==> src/rtl/razor_err_ctrl.sv <==
// rtl/razor_err_ctrl.sv - Razor error-recovery and voltage/frequency tuning controller
// Optional per-stage sticky error flags are built only when RAZOR_ERR_STICKY_EN is defined.
module razor_err_ctrl #(
    parameter int NSTAGE = 4,
    parameter int WINDOW = 1024,
    parameter int CNT_W  = 8,
    parameter int HI_THR = 16,
    parameter int LO_THR = 0,
    parameter int HOLD   = 2,
    localparam int RS_W  = (NSTAGE > 1) ? $clog2(NSTAGE) : 1
) (
    input  logic              Clock_Sys,
    input  logic              Reset,
    input  logic              Enable,
    input  logic [NSTAGE-1:0] ErrorIn,
    output logic              GlobalError,
    output logic              Replay_Valid,
    output logic [RS_W-1:0]   Replay_Stage,
    output logic [CNT_W-1:0]  ErrCount,
    output logic              Tune_Req,
    output logic              Tune_Up,
`ifdef RAZOR_ERR_STICKY_EN
    output logic [NSTAGE-1:0] Sticky,
    input  logic              Sticky_Clr,
`endif
    input  logic              Tune_Ack
);

    localparam logic [1:0] S_IDLE    = 2'd0;
    localparam logic [1:0] S_RUN     = 2'd1;
    localparam logic [1:0] S_RECOVER = 2'd2;

    localparam int WIN_W  = $clog2(WINDOW);
    localparam int HOLD_W = $clog2(HOLD + 1);

    localparam logic [WIN_W-1:0]  WIN_LAST  = WIN_W'(WINDOW - 1);
    localparam logic [HOLD_W-1:0] HOLD_LAST = HOLD_W'(HOLD);
    localparam logic [CNT_W-1:0]  HI_T      = CNT_W'(HI_THR);
    localparam logic [CNT_W-1:0]  LO_T      = CNT_W'(LO_THR);

    logic [1:0]        state;
    logic [HOLD_W-1:0] rec_cnt;
    logic [WIN_W-1:0]  win_cnt;
    logic [CNT_W-1:0]  err_cnt;
    logic [CNT_W-1:0]  cnt_next;
    logic [RS_W-1:0]   low_idx;
    logic              any_err;
    logic              active;
    logic              can_trig;
    logic              trigger;
    logic              win_term;
    logic              dec_hi;
    logic              dec_lo;

    always_comb begin
        low_idx = '0;
        for (int i = NSTAGE - 1; i >= 0; i--) begin
            if (ErrorIn[i]) low_idx = RS_W'(i);
        end
    end

    // The last hold-off cycle may fire again, so a persistent error pulses every HOLD+1 cycles.
    assign any_err  = |ErrorIn;
    assign active   = (state != S_IDLE);
    assign can_trig = (state == S_RUN) || ((state == S_RECOVER) && (rec_cnt == HOLD_LAST));
    assign trigger  = Enable && can_trig && any_err;
    assign win_term = (win_cnt == WIN_LAST);
    assign cnt_next = (any_err && (err_cnt != {CNT_W{1'b1}})) ? err_cnt + CNT_W'(1) : err_cnt;
    assign dec_hi   = (cnt_next >= HI_T);
    assign dec_lo   = (cnt_next <= LO_T);

    always_ff @(posedge Clock_Sys) begin
        if (Reset) begin
            state        <= S_IDLE;
            rec_cnt      <= '0;
            win_cnt      <= '0;
            err_cnt      <= '0;
            GlobalError  <= 1'b0;
            Replay_Valid <= 1'b0;
            Replay_Stage <= '0;
            ErrCount     <= '0;
            Tune_Req     <= 1'b0;
            Tune_Up      <= 1'b0;
        end else begin
            GlobalError  <= trigger;
            Replay_Valid <= trigger;
            if (trigger) Replay_Stage <= low_idx;

            case (state)
                S_IDLE: begin
                    if (Enable) state <= S_RUN;
                end
                S_RUN: begin
                    if (!Enable) begin
                        state <= S_IDLE;
                    end else if (any_err) begin
                        state   <= S_RECOVER;
                        rec_cnt <= '0;
                    end
                end
                S_RECOVER: begin
                    if (!Enable) begin
                        state <= S_IDLE;
                    end else if (rec_cnt == HOLD_LAST) begin
                        if (any_err) rec_cnt <= '0;
                        else         state   <= S_RUN;
                    end else begin
                        rec_cnt <= rec_cnt + HOLD_W'(1);
                    end
                end
                default: state <= S_IDLE;
            endcase

            if (Tune_Req && Tune_Ack) Tune_Req <= 1'b0;

            // A decision landing while a request is outstanding is dropped, not queued.
            if (active && win_term) begin
                ErrCount <= cnt_next;
                if (!Tune_Req && (dec_hi || dec_lo)) begin
                    Tune_Req <= 1'b1;
                    Tune_Up  <= dec_hi;
                end
            end

            if (!active || !Enable || win_term) begin
                win_cnt <= '0;
                err_cnt <= '0;
            end else begin
                win_cnt <= win_cnt + WIN_W'(1);
                err_cnt <= cnt_next;
            end
        end
    end

`ifdef RAZOR_ERR_STICKY_EN
    always_ff @(posedge Clock_Sys) begin
        if (Reset) Sticky <= '0;
        else       Sticky <= (Sticky & ~{NSTAGE{Sticky_Clr}}) | ErrorIn;
    end
`endif

endmodule
==> config.mk <==
export PLATFORM = sky130hd
export DESIGN_NAME = razor_err_ctrl
export DESIGN_NICKNAME = d
export VERILOG_FILES = /design/src/rtl/razor_err_ctrl.sv
export SDC_FILE = /design/constraint.sdc
export NUM_CORES = 1
export LEC_CHECK = 0
export BUFFER_PORTS_ARGS = -buffer_cell sky130_fd_sc_hd__buf_4
export CORE_MARGIN = 5
export CORE_UTILIZATION = 29
export DETAILED_ROUTE_END_ITERATION = 10
export PLACE_DENSITY = 0.53
export REMOVE_ABC_BUFFERS = 1
export SLEW_MARGIN = 20
export SYNTH_ARGS = -nofsm -noshare
export SYNTH_HDL_FRONTEND = slang
export SYNTH_SLANG_ARGS = --single-unit
==> constraint.sdc <==
create_clock -name Clock_Sys -period 2.89 [get_ports Clock_Sys]
set_input_delay 0.1445 -clock Clock_Sys [delete_from_list [all_inputs] [get_ports Clock_Sys]]
set_output_delay 0.1445 -clock Clock_Sys [all_outputs]
set_load 0.01 [all_outputs]
Yosys cells after proc, flatten, opt, wreduce, memory -nomap -nowiden
Cells that the tools add are included.
{"block": "word_totals", "in_bits": 8, "ff_bits": 35, "elab_cells": 67}
{"block": "classes", "reduce_logical": 22, "addsub": 3, "muxes": 20, "eq_ne": 11, "order_cmp": 2}
{"cell": "two-way mux 2 bit", "n": 14}
{"cell": "adder 10 x 1 -> 10 bit, second input constant", "n": 1}
{"cell": "equality test 10 bit, second input constant", "n": 1}
{"cell": "adder 8 x 1 -> 8 bit, second input constant", "n": 1}
{"cell": ">= comparator 8 x 5 -> 1 bit, second input constant", "n": 1}
{"cell": "less-or-equal comparator 8 x 1 -> 1 bit, second input constant", "n": 1}
{"cell": "two-way mux 8 bit", "n": 1}
{"cell": "inequality test 8 bit, second input constant", "n": 1}
{"cell": "logical AND 1 bit", "n": 7}
{"cell": "inequality test 2 bit, second input constant", "n": 3}
{"cell": "inequality test 3 bit, second input constant", "n": 2}
{"cell": "one-hot mux 2 bit (3 select lines)", "n": 1}
{"cell": "equality test 2 bit, second input constant", "n": 2}
{"cell": "logical OR 1 bit", "n": 4}
{"cell": "one-hot mux 2 bit (2 select lines)", "n": 1}
{"cell": "AND reduction 4 bit", "n": 1}
{"cell": "nonzero test 2 bit", "n": 2}
{"cell": "OR reduction 4 bit", "n": 1}
{"cell": "logical NOT 1 bit", "n": 3}
{"cell": "two-way mux 1 bit", "n": 3}
{"cell": "inequality test 3 x 2 -> 1 bit, second input constant", "n": 1}
{"cell": "AND reduction 3 bit", "n": 1}
{"cell": "adder 2 x 1 -> 2 bit, second input constant", "n": 1}
{"cell": "equality test 2 x 1 -> 1 bit, second input constant", "n": 1}
{"cell": "other kinds (3)", "n": 3}

Longest topological paths before layout
Gate-level depths: netlist of the first run.
{"block": "depth", "depth_word": 8, "depth_mapped": 6}

Worst setup path before layout of the first run
No wires, ideal clock.
{"block": "synth_timing", "kind": "register to register", "startpoint": "register err_cnt[1]", "endpoint": "register Tune_Up", "arrival_time_ns": 1.825, "required_ns": 2.771, "setup_slack_ns": 0.946, "synth_period_minus_slack_ns": 1.944, "path_stages_with_launch": 7, "path_cell_list": "dfxtp_1 -> ha_1 -> nand3_1 -> a2111o_1 -> a2111oi_4 -> nor3_1 -> o221a_1"}
{"block": "synth_between", "elab_chain_len": 7}
{"item": "start: declaration", "line": "44", "rtl": "logic [CNT_W-1:0] err_cnt;"}
{"item": "start signal: assignment", "line": "130", "rtl": "err_cnt <= cnt_next;"}
{"item": "branches (longest 2 deep; another with adder 8 x 1 -> 8 bit)"}
{"item": "two-way mux 8 bit *", "line": "68", "rtl": "assign cnt_next = (any_err && (err_cnt != {CNT_W{1'b1}})) ? err_cnt + CNT_W'(1) : err_cnt;"}
{"item": ">= comparator 8 x 5 -> 1 bit or less-or-equal comparator 8 x 1 -> 1 bit (tied branches)", "line": "69, 70"}
{"item": "logical OR 1 bit", "line": "119", "rtl": "if (!Tune_Req && (dec_hi || dec_lo)) begin"}
{"item": "logical AND 1 bit", "line": "119"}
{"item": "AND reduction 2 bit (no line)"}
{"item": "end signal: assignment", "line": "121", "rtl": "Tune_Up <= dec_hi;"}
{"item": "end: declaration", "line": "21", "rtl": "output logic Tune_Up,"}
Every way passes the cells marked *.
A chain may end at the register's enable or synchronous reset.

Final worst setup path of the first run
{"block": "layout_timing", "startpoint": "register err_cnt[0]", "endpoint": "register Tune_Up"}
Same word-level chain as after synthesis.

==> reports/summary.json, run 1 <==
{
  "status": "finished clean",
  "final_number_of_hold_violating_endpoints": 0,
  "dominantRegCellSynth": "sky130_fd_sc_hd__dfxtp_1",
  "critPathCaptureType": "flip-flop",
  "cts.htree.levels": 2,
  "p_leak_nw": 0.738,
  "post_synth_main_area_contributors": "sky130_fd_sc_hd__dfxtp_1, sky130_fd_sc_hd__nor2_1, sky130_fd_sc_hd__mux2i_1, sky130_fd_sc_hd__xor2_1, sky130_fd_sc_hd__nand2_1",
  "preCtsSetupSlack_ps": 757,
  "worstSetupStartpointType": "flip-flop",
  "placement.io_buffers": 21,
  "synthXorXnorAreaFrac": 0.0567,
  "post-route-drc-count": 0,
  "post_synth_instance_area_um2": 1700,
  "floorplan.core_area_um2": 5610,
  "drv_cap": 0,
  "crit_path_category": "flip-flop to flip-flop",
  "cts_made_buffers": 5,
  "cts_post_setup_buffers_inserted": 0,
  "die-area_um2": 7480,
  "grt_pass1_vias": 1305,
  "critPathTopFamily": "compound AO/OA/AOI/OAI gates",
  "clk_latency_ps": 280,
  "critPathRequiredTime_ps": 3060,
  "layout_min_cycle_time_ps": 2160,
  "num_io_pins": 22,
  "post_cts_resize_count": 0,
  "cts_max_path_buffers": 2,
  "synth_largest_type_area_fraction": 0.413,
  "routed-via-count": 1414,
  "yosysSeqAreaShare": 0.413,
  "synth_edf_count": 0,
  "syn2layout_area_growth_pct": 17.8,
  "slew_violations": 0,
  "finish.net_count": 226,
  "setup_slack_ps": 732,
  "detailed_place.area_um2": 1900,
  "achievable_frequency_mhz": 463,
  "slew_limit_headroom": 0.644,
  "cpPeakStageDelay_ps": 510,
  "yosys-mux-area-fraction": 0.0413,
  "vdd_ir_drop_max_v": 0.000284,
  "tns_ps": 0,
  "gpl.final_weighted_congestion": 0.822,
  "fin_area_um2": 2000,
  "initial_antenna_violation_count": 0,
  "detail_route.iter0.violations": 79,
  "post_synth_num_cell_types": 44,
  "synthesis.instances": 198,
  "cts_tree": "built",
  "antenna_violating_nets_post_route": 0,
  "clock-root-buffer": "sky130_fd_sc_hd__clkbuf_8",
  "routed_wire_length_per_instance_um": 12.7,
  "chipHeight_um": 86.5,
  "detail_route.wirelength_mm": 3.66,
  "cts_hold_buf": 0,
  "cpMaxStageDelayCell": "sky130_fd_sc_hd__dfxtp_1",
  "start_util": 0.303,
  "placementRows": 27,
  "path_clk_slew_ps": 70,
  "grt_first_pass_wirelength_mm": 6.21,
  "yosys_warn_count": 0,
  "synthAdderAreaFrac": 0.0147,
  "critical_path.cell_chain": "ha_1, nand3_1, a2111o_1, a2111oi_4, nor3_1, o221a_1",
  "detailedRoute.firstPassIterationCount": 4,
  "dp_hpwl_mm": 2.58,
  "clock-skew-final_ps": 7.32,
  "drive_above_1_share": 0.161,
  "critPathArrivalTime_ps": 2330,
  "diodes": 0,
  "hold_path_class": "input pin to flip-flop",
  "critical_path_buf_inv_count": 0,
  "postSynthAreaPerCell_um2": 8.58,
  "async_reset_ff_frac": 0,
  "grt_max_degree": 17,
  "drt-vias-per-instance": 4.89,
  "period_share": 0.747,
  "worst_slack_on_hold_paths_ps": 151,
  "die-width_um": 86.5,
  "synth.ff_latch_count": 35,
  "synth_top_cell_by_area": "sky130_fd_sc_hd__dfxtp_1",
  "grt_setup_unrepaired": "false",
  "synth-compound-area-share": 0.175,
  "report.power.total_w": 0.000926,
  "tightestPinTransition_ps": 528,
  "timing.final.setup_violations": 0,
  "synth_top_family_by_area": "simple AND/OR/NAND/NOR gates",
  "powerDensity_nw_per_um2": 463,
  "grt_remaining_overflow": 0,
  "globalRouteTotalUtil": 0.102,
  "synthSimpleGateAreaFrac": 0.255,
  "cts.sinks": 35,
  "worstPathMaxFanout": 9
}
-- area by class of cell --
type                    instances  area [µm²]
clock buffers                   8         100
fillers                       609        3610
repair buffers                 22         165
well taps                      72        90.1
multi-input cells             146         922
flip-flops and latches         35         701
inverters                       6        22.5
-- power breakdown --
part | switching [W] | internal [W]
Combinational | 0.0000250 | 0.0000176
Clock | 0.000174 | 0.000218
Sequential | 0.00000627 | 0.000486
Total | 0.000205 | 0.000721
-- cells in the final DEF, fill, tap and decap left out, types with 3 or more instances in the layout --
cell,count
sky130_fd_sc_hd__nor2_1,38
sky130_fd_sc_hd__a21oi_1,9
sky130_fd_sc_hd__mux2i_1,7
sky130_fd_sc_hd__dfxtp_1,35
sky130_fd_sc_hd__and2_1,3
sky130_fd_sc_hd__o21ai_0,6
sky130_fd_sc_hd__clkbuf_8,7
sky130_fd_sc_hd__nand2b_1,4
sky130_fd_sc_hd__nor3_1,5
sky130_fd_sc_hd__xor2_1,8
sky130_fd_sc_hd__inv_1,6
sky130_fd_sc_hd__buf_4,22
sky130_fd_sc_hd__nand4_1,7
sky130_fd_sc_hd__nand3_1,7
sky130_fd_sc_hd__o21a_1,4
sky130_fd_sc_hd__nand2_1,14
sky130_fd_sc_hd__xnor2_1,3
-- kinds of logic (layout without fill, tap and decap cells) --
kind of cell	Yosys count	after routing
compound gates	37	37
xor+xnor	11	11
fa+ha+maj	2	2
buf+inv	17	36
flops	35	35
mux	7	7
simple gates	89	89
-- tightest hold or removal path, stage by stage --
cell                      delay [ps]
sky130_fd_sc_hd__buf_4           130
sky130_fd_sc_hd__nand2_1          70
sky130_fd_sc_hd__nor3_1           40
-- per-layer routing --
layer / vias to the layer above / GRT usage / routed length [µm]
met2: 19 / 0.159 / 1710
met4: 0 / 0.0255 / 20
met1: 659 / 0.141 / 1810
met3: 2 / 0.0247 / 117
met5: - / 0 / 0
li1: 734 / - / -
-- Yosys cell counts (2+ instances only) --
library cell               number
sky130_fd_sc_hd__nand2_1       14
sky130_fd_sc_hd__nand2b_1       4
sky130_fd_sc_hd__and3_1         2
sky130_fd_sc_hd__and2_1         3
sky130_fd_sc_hd__dfxtp_1       35
sky130_fd_sc_hd__nor3_1         5
sky130_fd_sc_hd__nor2_1        38
sky130_fd_sc_hd__nor3b_1        2
sky130_fd_sc_hd__ha_1           2
sky130_fd_sc_hd__nand4_1        7
sky130_fd_sc_hd__a211oi_1       2
sky130_fd_sc_hd__mux2i_1        7
sky130_fd_sc_hd__and4_1         2
sky130_fd_sc_hd__nand3_1        7
sky130_fd_sc_hd__inv_1          6
sky130_fd_sc_hd__o21ai_0        6
sky130_fd_sc_hd__clkbuf_1       6
sky130_fd_sc_hd__buf_4          2
sky130_fd_sc_hd__xnor2_1        3
sky130_fd_sc_hd__o21a_1         4
sky130_fd_sc_hd__buf_2          3
sky130_fd_sc_hd__xor2_1         8
sky130_fd_sc_hd__a21oi_1        9
-- final timing paths --
path	endpoint	from	slack, ps	cells after the start
max	Tune_Up	err_cnt[0]	730	6
min	Replay_Valid	Enable	150	3
max reg2reg	Tune_Up	err_cnt[0]	730	6
min reg2reg	ErrCount[4]	ErrCount[4]	470	2
-- registers in the layout, indices dropped and copies added (netlist names) --
name	count
state	2
err_cnt	8
win_cnt	10
ErrCount	8
Replay_Stage	2
rec_cnt	2
Replay_Valid	1
Tune_Up	1
Tune_Req	1
-- metrics by stage --
step	util	instances
floorplan	-	187
global placement	0.339	281
detailed placement	0.339	281
CTS	0.357	289
global route	0.357	289
finish	0.357	289
(Power assumes the default switching activity.)
==> run 2, diff against run 1 <==
Clock period 2.89 ns to 2.1 ns, I/O delays scaled along.
==> run 2 against run 1 <==
Count of clock-buffer cells in the layout is 3 lower. Utilization rose by 0.91 points. First-iteration DRC count down 30%. Combinational power increased by 54%. Clock skew is 1.5 ps lower. Highest routed layer unchanged. Power grew 31%. Sequential share of layout area decreased by 0.88 points.
==> reports/summary.json, run 2 (synthesis results as in run 1) <==
{
  "cts_post_setup_buffers_inserted": {"value": 0, "change": "unchanged"},
  "cts_made_buffers": {"value": 5, "change": "unchanged"},
  "setup.reg_to_reg.worst_slack": {"value": 280, "unit": "ps", "change": "-450 ps"},
  "drive_above_1_share": {"value": 0.199, "change": "+0.0378"},
  "tns": {"value": 0, "unit": "ps", "change": "unchanged"},
  "cts.sinks": {"value": 35, "change": "unchanged"},
  "grt_use_met2": {"value": 0.177, "change": "+0.0181"},
  "floorplan.core_area": {"value": 5610, "unit": "µm²", "change": "unchanged"},
  "gpl.final_weighted_congestion": {"value": 0.812, "change": "-1.2%"},
  "final_core_utilization": {"value": 0.366, "change": "+0.00915"},
  "initial_antenna_violation_count": {"value": 0, "change": "unchanged"},
  "p_leak": {"value": 0.781, "unit": "nW", "change": "+5.8%"},
  "clock-root-buffer": "sky130_fd_sc_hd__clkbuf_8",
  "cts_tree": "built",
  "whs_path_depth": {"value": 2, "change": "-1"},
  "num_io_pins": {"value": 22, "change": "unchanged"},
  "finish.net_count": {"value": 235, "change": "+4.0%"},
  "grt_max_degree": {"value": 13, "change": "-4"},
  "cts.htree.levels": {"value": 2, "change": "unchanged"},
  "syn2layout_area_growth_pct": 20.9,
  "drt-vias-per-instance": {"value": 4.77, "change": "-2.5%"},
  "final_number_of_hold_violating_endpoints": {"value": 0, "change": "unchanged"},
  "timing.final.setup_violations": {"value": 0, "change": "unchanged"},
  "period_share": {"value": 0.866, "change": "+0.119"},
  "tightestPinTransition": {"value": 655, "unit": "ps", "change": "+128 ps"},
  "grt_setup_unrepaired": "false",
  "clock-skew-final": {"value": 5.83, "unit": "ps", "change": "-1.49 ps"},
  "path_clk_slew": {"value": 70, "unit": "ps", "change": "about the same"},
  "hold_path_class": "input pin to flip-flop",
  "diodes": {"value": 0, "change": "unchanged"},
  "gr-usage-met1": {"value": 0.146, "change": "+0.00494"},
  "worst_r2r_startpoint": "err_cnt[0]",
  "globalRouteTotalUtil": {"value": 0.112, "change": "+0.00954"},
  "critPathArrivalTime": {"value": 2000, "unit": "ps", "change": "-330 ps"},
  "worstPathMaxFanout": {"value": 3, "change": "-6"},
  "cell_count_of_the_worst_reg_to_reg_path": {"value": 6, "change": "unchanged"},
  "cts_max_path_buffers": {"value": 2, "change": "unchanged"},
  "most-common-layout-cells": "sky130_fd_sc_hd__nor2_1, sky130_fd_sc_hd__dfxtp_1, sky130_fd_sc_hd__buf_4",
  "cts_hold_buf": {"value": 0, "change": "unchanged"},
  "die-area": {"value": 7480, "unit": "µm²", "change": "unchanged"},
  "grt_remaining_overflow": {"value": 0, "change": "unchanged"},
  "min_from": "Reset",
  "chipHeight": {"value": 86.5, "unit": "µm", "change": "unchanged"},
  "largest_register_ff_count": {"value": 10, "change": "unchanged"},
  "layout_min_cycle_time": {"value": 1820, "unit": "ps", "change": "-340 ps"},
  "placementRows": {"value": 27, "change": "unchanged"},
  "clk_latency": {"value": 290, "unit": "ps", "change": "about the same"},
  "die-width": {"value": 86.5, "unit": "µm", "change": "unchanged"},
  "grt_first_pass_wirelength": {"value": 6.67, "unit": "mm", "change": "+7.4%"},
  "crit_path_category": "flip-flop to flip-flop",
  "routed-via-count": {"value": 1421, "change": "+0.50%"},
  "antenna_violating_nets_post_route": {"value": 0, "change": "unchanged"},
  "worstSetupStartpointType": "flip-flop",
  "r2r_end": "Tune_Up",
  "placement.io_buffers": {"value": 21, "change": "unchanged"},
  "start_util": {"value": 0.303, "change": "unchanged"},
  "powerDensity": {"value": 591, "unit": "nW/µm²", "change": "+28%"},
  "dp_hpwl": {"value": 2.76, "unit": "mm", "change": "+6.6%"},
  "post-route-drc-count": {"value": 0, "change": "unchanged"},
  "detail_route.wirelength": {"value": 3.73, "unit": "mm", "change": "+2.1%"},
  "most_common_cell_after_layout_fill_and_taps_aside": "sky130_fd_sc_hd__nor2_1",
  "routed_wire_length_per_instance": {"value": 12.5, "unit": "µm", "change": "-1.0%"},
  "max_flop_register": "win_cnt",
  "vdd_ir_drop_max": {"value": 0.000230, "unit": "V", "change": "-19%"},
  "detail_route.iter0.violations": {"value": 55, "change": "-30%"},
  "grt_most_used_layer": "met2",
  "slew_limit_headroom": {"value": 0.557, "change": "-0.0863"},
  "fillerInstances": {"value": 626, "change": "+2.8%"},
  "critPathCaptureType": "flip-flop",
  "min_to": "Tune_Req",
  "achievable_frequency": {"value": 550, "unit": "MHz", "change": "+19%"},
  "met3_demand_to_capacity_share_in_global_routing": {"value": 0.0323, "change": "+0.00760"},
  "reg.largest.list": "win_cnt x10, ErrCount x8, err_cnt x8",
  "detailedRoute.firstPassIterationCount": {"value": 4, "change": "unchanged"},
  "post_cts_resize_count": {"value": 0, "change": "unchanged"},
  "critPathRequiredTime": {"value": 2290, "unit": "ps", "change": "-770 ps"},
  "status": "finished clean",
  "grt_pass1_vias": {"value": 1406, "change": "+7.7%"},
  "slew_violations": {"value": 0, "change": "unchanged"},
  "drv_cap": {"value": 0, "change": "unchanged"}
}
## run 2: metal layers
layer,vias to the layer above,part of all wire
met4,0,0.014
met3,6,0.029
li1,744,-
met1,656,0.51
met2,15,0.45
met5,-,0
## run 2: area by class of cell
cell class,instances,area [µm²],area share
multi-input cells,146,922,0.449
flip-flops and latches,35,701,0.341
repair buffers,31,233,0.113
well taps,72,90.1,0.0439
clock buffers,5,68.8,0.0335
inverters,6,22.5,0.0110
clock inverters,3,15.0,0.00732
## run 2: how the worst max path moves through the flow
stage,startpoint,to,slack [ps],depth (start not counted)
floorplan,err_cnt[0],Tune_Up,120,6
global placement,err_cnt[0],Tune_Up,300,6
detailed placement,err_cnt[0],Tune_Up,270,6
CTS,err_cnt[0],Tune_Up,260,6
global route,err_cnt[0],Tune_Up,140,6
finish,err_cnt[0],Tune_Up,280,6
## run 2: power by group
part,internal (W),total [W],switching (W)
logic,0.0000280,0.0000657,0.0000376
registers,0.000668,0.000674,0.00000592
clock network,0.000227,0.000472,0.000246
## run 2: worst max-delay path: stages (launching register included)
cell and delay (ps):
sky130_fd_sc_hd__dfxtp_1 330, sky130_fd_sc_hd__ha_1 180, sky130_fd_sc_hd__nand3_1 100, sky130_fd_sc_hd__a2111o_1 390
sky130_fd_sc_hd__a2111oi_4 410, sky130_fd_sc_hd__nor3_1 80, sky130_fd_sc_hd__o221a_1 240
## run 2: per-stage QoR
stage               setup slack (ps)  hold slack [ps]  power (W)  cell area (µm²)  std cells
floorplan                        117              173   0.000719             1650        187
global placement                 302              404   0.000756             1970        290
detailed placement               270              403   0.000756             1970        290
CTS                              257             94.3    0.00123             2050        298
global route                     140              104    0.00128             2050        298
finish                           282             88.7    0.00121             2050        298
